<file path="src/rtl/adc733_pkg.sv">
// adc733 shared package: sample/channel widths and output-buffer states.
// Used by the serial-interface stage and the frame averager.
package adc733_pkg;

    localparam int SAMPLE_W   = 16;
    localparam int CH_W       = 3;
    localparam int NUM_CH_DEF = 6;

    typedef enum logic {
        EMPTY = 1'b0,
        SEND  = 1'b1
    } buf_st_t;

endpackage

</file>
<file path="src/rtl/adc733_frame_avg_if.sv">
// adc733 frame output stream: valid/ready word bus toward the host path.
// master drives m_valid/m_data/m_chan/m_last, slave drives m_ready.
interface adc733_frame_avg_if;
    import adc733_pkg::*;

    logic                m_valid;
    logic                m_ready;
    logic [SAMPLE_W-1:0] m_data;
    logic [CH_W-1:0]     m_chan;
    logic                m_last;

    modport master (
        output m_valid, m_data, m_chan, m_last,
        input  m_ready
    );

    modport slave (
        input  m_valid, m_data, m_chan, m_last,
        output m_ready
    );

endinterface

</file>
<file path="src/rtl/adc733_ch_acc.sv">
// adc733 per-channel accumulator: signed sum plus sample count.
// Ports: clk, rst_l, clr, add, din in; full, avg (average incl. din) out.
module adc733_ch_acc
    import adc733_pkg::*;
#(
    parameter int AVG_LOG2 = 2
) (
    input  logic                       clk,
    input  logic                       rst_l,
    input  logic                       clr,
    input  logic                       add,
    input  logic signed [SAMPLE_W-1:0] din,
    output logic                       full,
    output logic        [SAMPLE_W-1:0] avg
);

    localparam int AW = SAMPLE_W + AVG_LOG2;
    localparam int CW = AVG_LOG2 + 1;

    logic signed [AW-1:0] acc;
    logic signed [AW-1:0] ext;
    logic signed [AW-1:0] sum;
    logic        [CW-1:0] cnt;

    assign ext  = AW'(din);
    assign sum  = add ? acc + ext : acc;
    assign full = (cnt == (CW'(1) << AVG_LOG2));
    // Upper slice of the sum is the floor-shifted average, so the
    // completing sample is already included on the loading edge.
    assign avg  = sum[AW-1:AVG_LOG2];

    always_ff @(posedge clk or negedge rst_l) begin
        if (!rst_l) begin
            acc <= '0;
            cnt <= '0;
        end else if (clr) begin
            acc <= '0;
            cnt <= '0;
        end else if (add) begin
            acc <= sum;
            cnt <= cnt + CW'(1);
        end
    end

endmodule

</file>
<file path="src/rtl/adc733_frame_avg.sv">
// adc733 frame averager: per-channel averaging, frame buffer, word stream.
// Ports: clk, rst_l, clear, sample_* in; m (master) stream; status out.
module adc733_frame_avg
    import adc733_pkg::*;
#(
    parameter int NUM_CH   = NUM_CH_DEF,
    parameter int AVG_LOG2 = 2
) (
    input  logic                       clk,
    input  logic                       rst_l,
    input  logic                       clear,
    input  logic                       sample_valid,
    input  logic signed [SAMPLE_W-1:0] sample_data,
    input  logic        [CH_W-1:0]     sample_channel,
    adc733_frame_avg_if.master         m,
    output logic                       overrun,
    output logic                       seq_err,
    output logic        [15:0]         frame_cnt
);

    logic [NUM_CH-1:0]   hit;
    logic [NUM_CH-1:0]   full;
    logic [NUM_CH-1:0]   add;
    logic [SAMPLE_W-1:0] avg  [NUM_CH];
    logic [SAMPLE_W-1:0] obuf [NUM_CH];
    logic [CH_W-1:0]     ptr;
    buf_st_t             st;
    buf_st_t             st_nxt;
    logic                done;
    logic                bad;
    logic                acc_clr;
    logic                vld;
    logic                hs;
    logic                is_last;
    logic                load;
    logic                ovr_set;

    always_comb begin
        hit = '0;
        for (int i = 0; i < NUM_CH; i++)
            hit[i] = sample_valid && (sample_channel == CH_W'(i));
    end

    assign add     = hit & ~full;
    // Frame completes when the accepted sample fills the last open channel.
    assign done    = (|add) && (&(full | add));
    assign bad     = sample_valid && (~(|hit) || (|(hit & full)));
    assign acc_clr = clear | done;

    for (genvar g = 0; g < NUM_CH; g++) begin : g_acc
        adc733_ch_acc #(.AVG_LOG2(AVG_LOG2)) u_acc (
            .clk   (clk),
            .rst_l (rst_l),
            .clr   (acc_clr),
            .add   (add[g]),
            .din   (sample_data),
            .full  (full[g]),
            .avg   (avg[g])
        );
    end

    assign vld     = (st == SEND);
    assign hs      = vld && m.m_ready;
    assign is_last = (ptr == CH_W'(NUM_CH - 1));

    always_comb begin
        st_nxt  = st;
        load    = 1'b0;
        ovr_set = 1'b0;
        unique case (st)
            EMPTY: begin
                if (done) begin
                    st_nxt = SEND;
                    load   = 1'b1;
                end
            end
            SEND: begin
                // Last-word handshake frees the buffer in the same cycle.
                if (done && hs && is_last) begin
                    load = 1'b1;
                end else begin
                    ovr_set = done;
                    if (hs && is_last)
                        st_nxt = EMPTY;
                end
            end
            default: st_nxt = EMPTY;
        endcase
    end

    always_ff @(posedge clk or negedge rst_l) begin
        if (!rst_l)
            st <= EMPTY;
        else if (clear)
            st <= EMPTY;
        else
            st <= st_nxt;
    end

    always_ff @(posedge clk or negedge rst_l) begin
        if (!rst_l) begin
            for (int i = 0; i < NUM_CH; i++)
                obuf[i] <= '0;
            ptr       <= '0;
            frame_cnt <= '0;
            overrun   <= 1'b0;
            seq_err   <= 1'b0;
        end else if (clear) begin
            for (int i = 0; i < NUM_CH; i++)
                obuf[i] <= '0;
            ptr       <= '0;
            frame_cnt <= '0;
            overrun   <= 1'b0;
            seq_err   <= 1'b0;
        end else begin
            if (load) begin
                for (int i = 0; i < NUM_CH; i++)
                    obuf[i] <= avg[i];
                ptr       <= '0;
                frame_cnt <= frame_cnt + 16'd1;
            end else if (hs) begin
                ptr <= is_last ? '0 : ptr + CH_W'(1);
            end
            overrun <= overrun | ovr_set;
            seq_err <= seq_err | bad;
        end
    end

    assign m.m_valid = vld;
    assign m.m_data  = vld ? obuf[ptr] : '0;
    assign m.m_chan  = ptr;
    assign m.m_last  = vld && is_last;

endmodule

</file>
<file path="src/flat_wrapper.sv">
// flat-port wrapper written by rule: the top's interface ports become plain ports
module adc733_frame_avg_flat import adc733_pkg::*;
#(
    parameter int NUM_CH   = NUM_CH_DEF,
    parameter int AVG_LOG2 = 2
)
  (clk, rst_l, clear, sample_valid, sample_data, sample_channel, overrun, seq_err, frame_cnt, m_m_valid, m_m_data, m_m_chan, m_m_last, m_m_ready);
  adc733_frame_avg_if m_i ();
  input  logic clk;
  input  logic rst_l;
  input  logic clear;
  input  logic sample_valid;
  input  logic signed [SAMPLE_W-1:0] sample_data;
  input  logic        [CH_W-1:0] sample_channel;
  output logic overrun;
  output logic seq_err;
  output logic        [15:0] frame_cnt;
  output wire logic [$bits(m_i.m_valid)-1:0] m_m_valid;
  output wire logic [$bits(m_i.m_data)-1:0] m_m_data;
  output wire logic [$bits(m_i.m_chan)-1:0] m_m_chan;
  output wire logic [$bits(m_i.m_last)-1:0] m_m_last;
  input wire logic [$bits(m_i.m_ready)-1:0] m_m_ready;
  assign m_m_valid = m_i.m_valid;
  assign m_m_data = m_i.m_data;
  assign m_m_chan = m_i.m_chan;
  assign m_m_last = m_i.m_last;
  assign m_i.m_ready = m_m_ready;
  adc733_frame_avg #(.NUM_CH(NUM_CH), .AVG_LOG2(AVG_LOG2)) u_core (.clk(clk), .rst_l(rst_l), .clear(clear), .sample_valid(sample_valid), .sample_data(sample_data), .sample_channel(sample_channel), .m(m_i), .overrun(overrun), .seq_err(seq_err), .frame_cnt(frame_cnt));
endmodule
</file>
<file path="config.mk">
export PLATFORM = sky130hd
export DESIGN_NAME = adc733_frame_avg_flat
export DESIGN_NICKNAME = d
export VERILOG_FILES = /design/src/rtl/adc733_pkg.sv /design/src/rtl/adc733_frame_avg_if.sv /design/src/rtl/adc733_ch_acc.sv /design/src/rtl/adc733_frame_avg.sv /design/src/flat_wrapper.sv
export SDC_FILE = /design/constraint.sdc
export NUM_CORES = 1
export LEC_CHECK = 0
export ABC_CLOCK_PERIOD_IN_PS = 3600
export BUFFER_PORTS_ARGS = -buffer_cell sky130_fd_sc_hd__buf_2
export CAP_MARGIN = 20
export CORE_MARGIN = 2
export CORE_UTILIZATION = 55
export CTS_BUF_LIST = sky130_fd_sc_hd__clkbuf_8
export DETAILED_ROUTE_END_ITERATION = 10
export PLACE_DENSITY = 0.75
export SLEW_MARGIN = 0
export SYNTH_ARGS = -nofsm -noshare
export SYNTH_HDL_FRONTEND = slang
export SYNTH_SLANG_ARGS = --single-unit
</file>
<file path="constraint.sdc">
create_clock -name clk -period 3.6 [get_ports clk]
set_input_delay 0.72 -clock clk [delete_from_list [all_inputs] [get_ports clk]]
set_output_delay 0.72 -clock clk [all_outputs]
set_load 0.005 [all_outputs]
</file>
==> results.md, run 1 <==
* Post-synthesis cell type count at 72
* Main synth FF type: dfrtp_1
* Synthesized area per cell at 8.90 sq um
* VDD IR max at 0.000273 V
* GPL Wtd Cong at 0.980
* Final Hold Vio Count at 0
* Reg2reg start: u_core.g_acc[5].u_acc.cnt[0]
* Worst Skew at 0.0287 ns
* Routed wire length at 46500 microns
* DP HPWL at 33700 microns
* Flops & latches, synth at 244
* Drt first pass iters at 5
* CP max stage cell: dfrtp_2
* Critical path data arrival time at 2.46 ns
* CP Buf/Inv Count at 2
* DIE WIDTH at 174 microns
* Final Cycle Share at 88.4%
* ANT cells at 0
* H-tree depth at 2
* Worst setup startpoint: u_core.m.m_chan[0]
* Layout area overhead at 11.6%
* Post-detailed-route count of antenna-violating nets at 0
* Unrepaired setup endpoints after global routing: no
* Worst-path clk slew at 0.06 ns
* Status: finished, final reports clean
* Worst slew pin tran at 1.03 ns
* TritonCTS clock tree: built
* Full die area at 0.0304 sq mm
* Share of cells above drive strength 1 at 11.2%
* Post-synthesis sequential area ratio at 38.2%
* Final setup TNS at 0 ns
* Internal reg-to-reg setup slack at 0.66 ns
* Yosys warns at 0
* Slew HR at 31.5%
* Initial antenna violation count at 0
* Post-Syn Area at 0.0160 sq mm
* Drt initial violations at 1467
* Max incr delay on CP at 0.63 ns
* # rows at 62
* Number of I/O pins at 63
* Crit Path Class: flop to primary output
* Final Slew Violations at 0
* Asr flop ratio synth at 100%
* Cts hold-fix bufs at 0
* Pwr dens at 352 mW/mm^2
* Leak Pwr at 0.00808 uW
* Die H at 174 microns
* Post-synthesis net count at 1939
* Fmax at 314 MHz
* Drc violations at 0
* Post-synth EDFFs at 0
* Setup repair bufs after CTS at 0
* CTS Sinks at 244
* Worst Setup Slack, final at 0.418 ns
* CP required at 2.88 ns
* Vias per inst at 6.25
* Startpoint Class: flop
* CP cell instances: buf_4 -> mux4_2 -> a21oi_1 -> nor2_1 -> buf_2
* Gr usage total at 30.9%
* CTS root buf: clkbuf_8
* Largest net degree at the start of global routing at 92
* I/O Buffers at 62
* Post-DR wirelength/cell at 20.4 microns
* HP Class: input pin to asynchronous set/reset pin
* Vias at 14200
* First-pass GRT wire length at 74300 microns
* Crit. End Element: primary output
* Number of buffers on the longest clock path at 3
* Max-cap violation count at 0
* Core Box Area at 0.0286 sq mm
* CP delay by family, top: flip-flops
* Syn Inst Count at 1794
* Place WS at 0.0386 ns
* Grt ovf at 0
* Initial Util at 55.8%
* Clk Latency, worst-skew pair at 0.55 ns
* Cts repair resizes at 0
* Final min period at 3.18 ns
* NumNets Final at 2008
* Cts bufs inserted at 44
* Commonest non-fill, non-tap cells in the layout: 243 x dfrtp_1, 217 x nor2_1, 193 x nand2_1, 146 x a21oi_1, 131 x o21ai_0
* Most common cell after layout, fill and taps aside: dfrtp_1
* Number of global-route vias before repair at 13800
* CP max FO at 12
* Final setup vio count at 0
## cell usage after synthesis (5+ instances only)
library cell / count / area, sq um
dfrtp_1: 244 / 6110
nor2_1: 218 / 818
nand2_1: 193 / 724
a21oi_1: 148 / 741
o21ai_0: 131 / 656
ha_1: 115 / 1440
clkbuf_1: 75 / 282
mux2i_1: 50 / 500
a211oi_1: 45 / 338
xor2_1: 42 / 368
inv_1: 39 / 146
xnor2_1: 39 / 342
nor3_1: 36 / 180
a21o_1: 32 / 240
nand3_1: 32 / 160
and2_1: 26 / 163
o21a_1: 24 / 180
nand2b_1: 19 / 119
nand4_1: 18 / 113
o211ai_1: 17 / 128
and3_1: 16 / 100
mux4_2: 16 / 360
or3_1: 14 / 87.6
nor2b_1: 13 / 81.3
a22o_1: 12 / 105
o21bai_1: 11 / 82.6
a31oi_1: 10 / 62.6
nand3b_1: 10 / 75.1
o22ai_1: 9 / 56.3
o31a_1: 9 / 78.8
o31ai_1: 9 / 67.6
a21boi_0: 8 / 60.1
and4_1: 7 / 61.3
a221oi_1: 6 / 52.6
buf_1: 6 / 22.5
fa_1: 6 / 120
nor4_1: 6 / 37.5
or2_2: 6 / 37.5
a311oi_1: 5 / 43.8
a32oi_1: 5 / 43.8
## sequential cells by signal, summed over array words and instances (netlist names)
register and flops:
u_core.obuf 96, u_core.seq_err 1, u_core.m.m_valid 1, u_core.m.m_chan 3, u_core.frame_cnt 16, u_core.g_acc.u_acc.acc 108
u_core.g_acc.u_acc.cnt 18, u_core.overrun 1
## metal layers
layer / vias to the layer above / global-route usage [%] / part of all wire (%)
met3: 105 / 5.27 / 7.5
li1: 6645 / - / -
met1: 6965 / 43.3 / 44
met4: 0 / 10.5 / 3.3
met2: 519 / 48.5 / 45
met5: - / 0 / 0
## final timing paths
check / to / cells past startpoint
worst max-delay path: m_m_data[1] / 5
worst min-delay path: u_core.g_acc[5].u_acc.cnt[0] / 1
worst max register to register: u_core.frame_cnt[15] / 9
worst min register to register: u_core.obuf[79] / 2
max in group asynchronous: u_core.g_acc[5].u_acc.acc[5] / 2
min in group clk: u_core.obuf[79] / 2
## per-stage QoR
step                      instances  util, %  power, uW  cell area (sq um)  hold slack, ns
after floorplan                1794        -       3320              16000           0.424
after global placement         2201     59.1       3580              16900           0.459
after detailed placement       2201     59.1       3600              16900           0.466
after CTS                      2276     62.3       6310              17800           0.234
after global routing           2276     62.3       6530              17800           0.246
final                          2276     62.3       6280              17800           0.206
## cell families (layout without fill, tap and decap cells)
family / after synthesis / in the layout / synth area share (%)
simple gates: 632 / 632 / 18.4
flops: 244 / 244 / 38.2
mux: 66 / 66 / 5.39
xor+xnor: 81 / 81 / 4.44
buf+inv: 127 / 225 / 3.06
compound gates: 523 / 523 / 20.7
fa+ha+maj: 121 / 121 / 9.76
## cell type report
cell class / count / area (sq um)
repair buffers: 109 / 761
well taps: 384 / 480
flip-flops and latches: 244 / 6110
inverters: 41 / 154
fillers: 2444 / 10800
multi-input cells: 1423 / 9420
clock buffers: 60 / 826
clock inverters: 15 / 88.8
## where the power goes
group,switching (uW),internal [uW],leakage [uW]
Sequential,24.1,2780,0.00339
Clock,1170,1540,0.000513
Combinational,505,260,0.00418
Total,1700,4580,0.00808
No activity file was read; power rests on OpenSTA's default activity.
==> run 2: changes to the inputs <==
- ABC_AREA: unset -> 1
- CORE_ASPECT_RATIO: unset -> 1.75
==> run 2 against run 1 <==
  * Synthesized cell count up 43%
  * Largest cell class unchanged
  * Die area increased by 8.4%
  * Maximum frequency fell by 4.7%
  * Count of clock-buffer cells in the layout is 3 lower
  * Area after synthesis rose by 8.5%
  * Clock power decreased by 4%
  * Combinational power rose by 16%
  * Sequential power about the same
  * Non-clock buffer count fell by 5
  * Utilization down 1.4 points
==> results.md, run 2 <==
* Status: finished, final reports clean
* Area taken by multi-input logic gates at 0.00985 sq mm (+4.6%)
* H-tree depth at 2 (unchanged)
* # rows at 86 (+39%)
* Routed wire length at 56200 microns (+21%)
* Startpoint Class: flop
* Syn Inst Count at 2564 (+43%)
* Vias per inst at 5.65 (-9.7%)
* Crit Path Class: flop to primary output
* DP HPWL at 41700 microns (+24%)
* NumNets Final at 2777 (+38%)
* Biggest area consumer among synthesized cells: dfrtp_1
* Worst slew pin tran at 0.815 ns (-0.212 ns)
* Post-detailed-route count of antenna-violating nets at 0 (unchanged)
* Initial Util at 55.3% (-0.47 points)
* TritonCTS clock tree: built
* Number of fill cells at 2974 (+22%)
* Synth top cells by count: 926 x nand2_1, 269 x inv_1, 244 x dfrtp_1, 213 x nor2_1, 211 x nand3_1
* Synth top area share at 35.2% (-3.0 points)
* Cts hold-fix bufs at 0 (unchanged)
* CTS Sinks at 244 (unchanged)
* Unrepaired setup endpoints after global routing: no
* Post-DR wirelength/cell at 18.4 microns (-9.9%)
* CTS root buf: clkbuf_8
* Critical path data arrival time at 2.62 ns (+0.16 ns)
* First-pass GRT wire length at 88600 microns (+19%)
* Final Hold Vio Count at 0 (unchanged)
* Leak Pwr at 0.0104 uW (+29%)
* Grt ovf at 0 (unchanged)
* Vias at 17300 (+21%)
* Commonest non-fill, non-tap cells in the layout: 925 x nand2_1, 278 x inv_1, 244 x dfrtp_1, 213 x nor2_1, 211 x nand3_1
* Final Util at 60.9% (-1.4 points)
* Top reg by flops: u_core.g_acc.u_acc.acc
* Post-synth EDFFs at 0 (unchanged)
* Gr usage total at 34.3% (+3.4 points)
* Most common cell after layout, fill and taps aside: nand2_1
* Drt first pass iters at 5 (unchanged)
* I/O Buffers at 62 (unchanged)
* Drt initial violations at 1125 (-23%)
* Slew HR at 44.9% (+13 points)
* Full die area at 0.0330 sq mm (+8.4%)
* Largest register FFs at 108 (unchanged)
* Reg2reg start: u_core.m.m_chan[1]
* Setup repair bufs after CTS at 0 (unchanged)
* Final min period at 3.34 ns (+0.158 ns)
* HP Class: input pin to asynchronous set/reset pin
* Fmax at 299 MHz (-4.7%)
* CP delay by family, top: compound AO/OA/AOI/OAI gates
* Cts repair resizes at 0 (unchanged)
* CP Buf/Inv Count at 2 (unchanged)
* Max-cap violation count at 0 (unchanged)
* Post-synthesis net count at 2709 (+40%)
* Layout area overhead at 10.1%
* Post-synthesis cell type count at 41 (-43%)
* Core Box Area at 0.0313 sq mm (+9.4%)
* GPL Wtd Cong at 0.975 (-0.59%)
* Max incr delay on CP at 0.74 ns (+0.11 ns)
* CP required at 2.88 ns (about the same)
* Asr flop ratio synth at 100% (unchanged)
* Initial antenna violation count at 1 (+1)
* Final Slew Violations at 0 (unchanged)
* Final setup TNS at 0 ns (unchanged)
* Main synth FF type: dfrtp_1
* CP cell instances: buf_4 -> nor2_1 -> o311ai_0 -> nand2_1 -> a21oi_1 -> buf_2
* Number of I/O pins at 63 (unchanged)
* Synthesized area per cell at 6.76 sq um (-24%)
* Die H at 239 microns (+37%)
* Number of global-route vias before repair at 17200 (+25%)
* CP max FO at 49 (+37)
* Share of cells above drive strength 1 at 7.64% (-3.5 points)
* Yosys warns at 0 (unchanged)
* Top Registers: u_core.g_acc.u_acc.acc (108), u_core.obuf (96), u_core.g_acc.u_acc.cnt (18)
* Top post-synthesis cells by area: dfrtp_1 35%, nand2_1 20%, ha_1 8.3%
* Worst setup startpoint: u_core.m.m_chan[0]
* Cts bufs inserted at 39 (-11%)
* Hold Slack at 0.137 ns (-0.0692 ns)
* Final setup vio count at 0 (unchanged)
* Clk Latency, worst-skew pair at 0.58 ns (+0.03 ns)
* Pwr dens at 331 mW/mm^2 (-6.2%)
* Number of buffers on the longest clock path at 3 (unchanged)
* VDD IR max at 0.000318 V (+17%)
* Post-Syn Area at 0.0173 sq mm (+8.5%)
* Drc violations at 0 (unchanged)
* Register area at 0.00611 sq mm (about the same)
* DIE WIDTH at 138 microns (-21%)
* Flops & latches, synth at 244 (unchanged)
* Final Cycle Share at 92.8% (+4.4 points)
* Most frequent cell after synthesis: nand2_1
* Worst Skew at 0.0302 ns (+0.00154 ns)
* Post-synthesis sequential area ratio at 35.2% (-3.0 points)
* Worst-path clk slew at 0.07 ns (about the same)
* Largest net degree at the start of global routing at 87 (-5.4%)
* CP max stage cell: o311ai_0
* Crit. End Element: primary output
run 2: cell types whose count changed in the layout (fill, tap and decap cells not counted), moves of 19 or more:
cell	delta
nand2_1	+732
inv_1	+230
nand3_1	+180
mux2i_1	-49
a211oi_1	-45
a21oi_1	+36
a21o_1	-32
o21ai_0	-23
xnor2_1	-23
and2_1	-19
nand2b_1	-19
or2_2	+19
run 2: power by group:
part | total [uW] | internal (uW) | switching (uW) | leakage (uW)
logic | 884 | 262 | 623 | 0.00654
registers | 2810 | 2780 | 25.4 | 0.00339
clock network | 2610 | 1460 | 1160 | 0.000472
run 2: kinds of logic after synthesis:
logic type | share of synthesized area (%)
fa+ha+maj | 9.00
compound gates | 11.0
xor+xnor | 2.22
buf+inv | 7.94
flops | 35.2
mux | 0.0578
simple gates | 34.5
run 2: area by class of cell:
cell class / count / area share (%)
well taps: 396 / 2.60
clock buffers: 57 / 4.11
inverters: 276 / 5.43
diodes: 1 / 0.0131
multi-input cells: 1967 / 51.6
flip-flops and latches: 244 / 32.0
repair buffers: 104 / 3.86
clock inverters: 10 / 0.335
run 2: per-stage QoR:
step	cell area, sq um	instances	worst slack (ns)	total power, uW
CTS	19100	3054	0.278	6350
floorplan	17300	2564	1.28	3410
detailed placement	18200	2987	0.598	3730
global placement	18200	2987	0.690	3710
finish	19100	3055	0.259	6300
global route	19100	3055	0.0446	6580
run 2: final timing paths:
| path | endpoint | slack, ns | cells after the start |
|---|---|---|---|
| max | m_m_data[10] | 0.26 | 6 |
| min | u_core.g_acc[0].u_acc.acc[14] | 0.14 | 1 |
| max reg2reg | u_core.obuf[69] | 0.70 | 10 |
| min reg2reg | u_core.obuf[7] | 0.48 | 2 |
| max in group asynchronous | u_core.obuf[52] | 2.64 | 2 |
| min in group clk | u_core.m.m_chan[2] | 0.47 | 3 |
run 2: worst register-to-register path, delay by kind of cell, from the launching register on:
| kind | cells | cell delay (ns) |
|---|---|---|
| AO/OA/AOI/OAI | 2 | 0.43 |
| flip-flops | 1 | 0.62 |
| buffers and inverters | 3 | 0.87 |
| AND/OR/NAND/NOR | 5 | 0.86 |
run 2: layer usage:
metal  up-vias  track usage, %  routed length (microns)
met5         -               0                        0
met4         0            26.9                     5000
met3       218            4.73                     3220
met2       592            60.2                    27900
met1      8080            37.0                    20100
li1       8371               -                        -
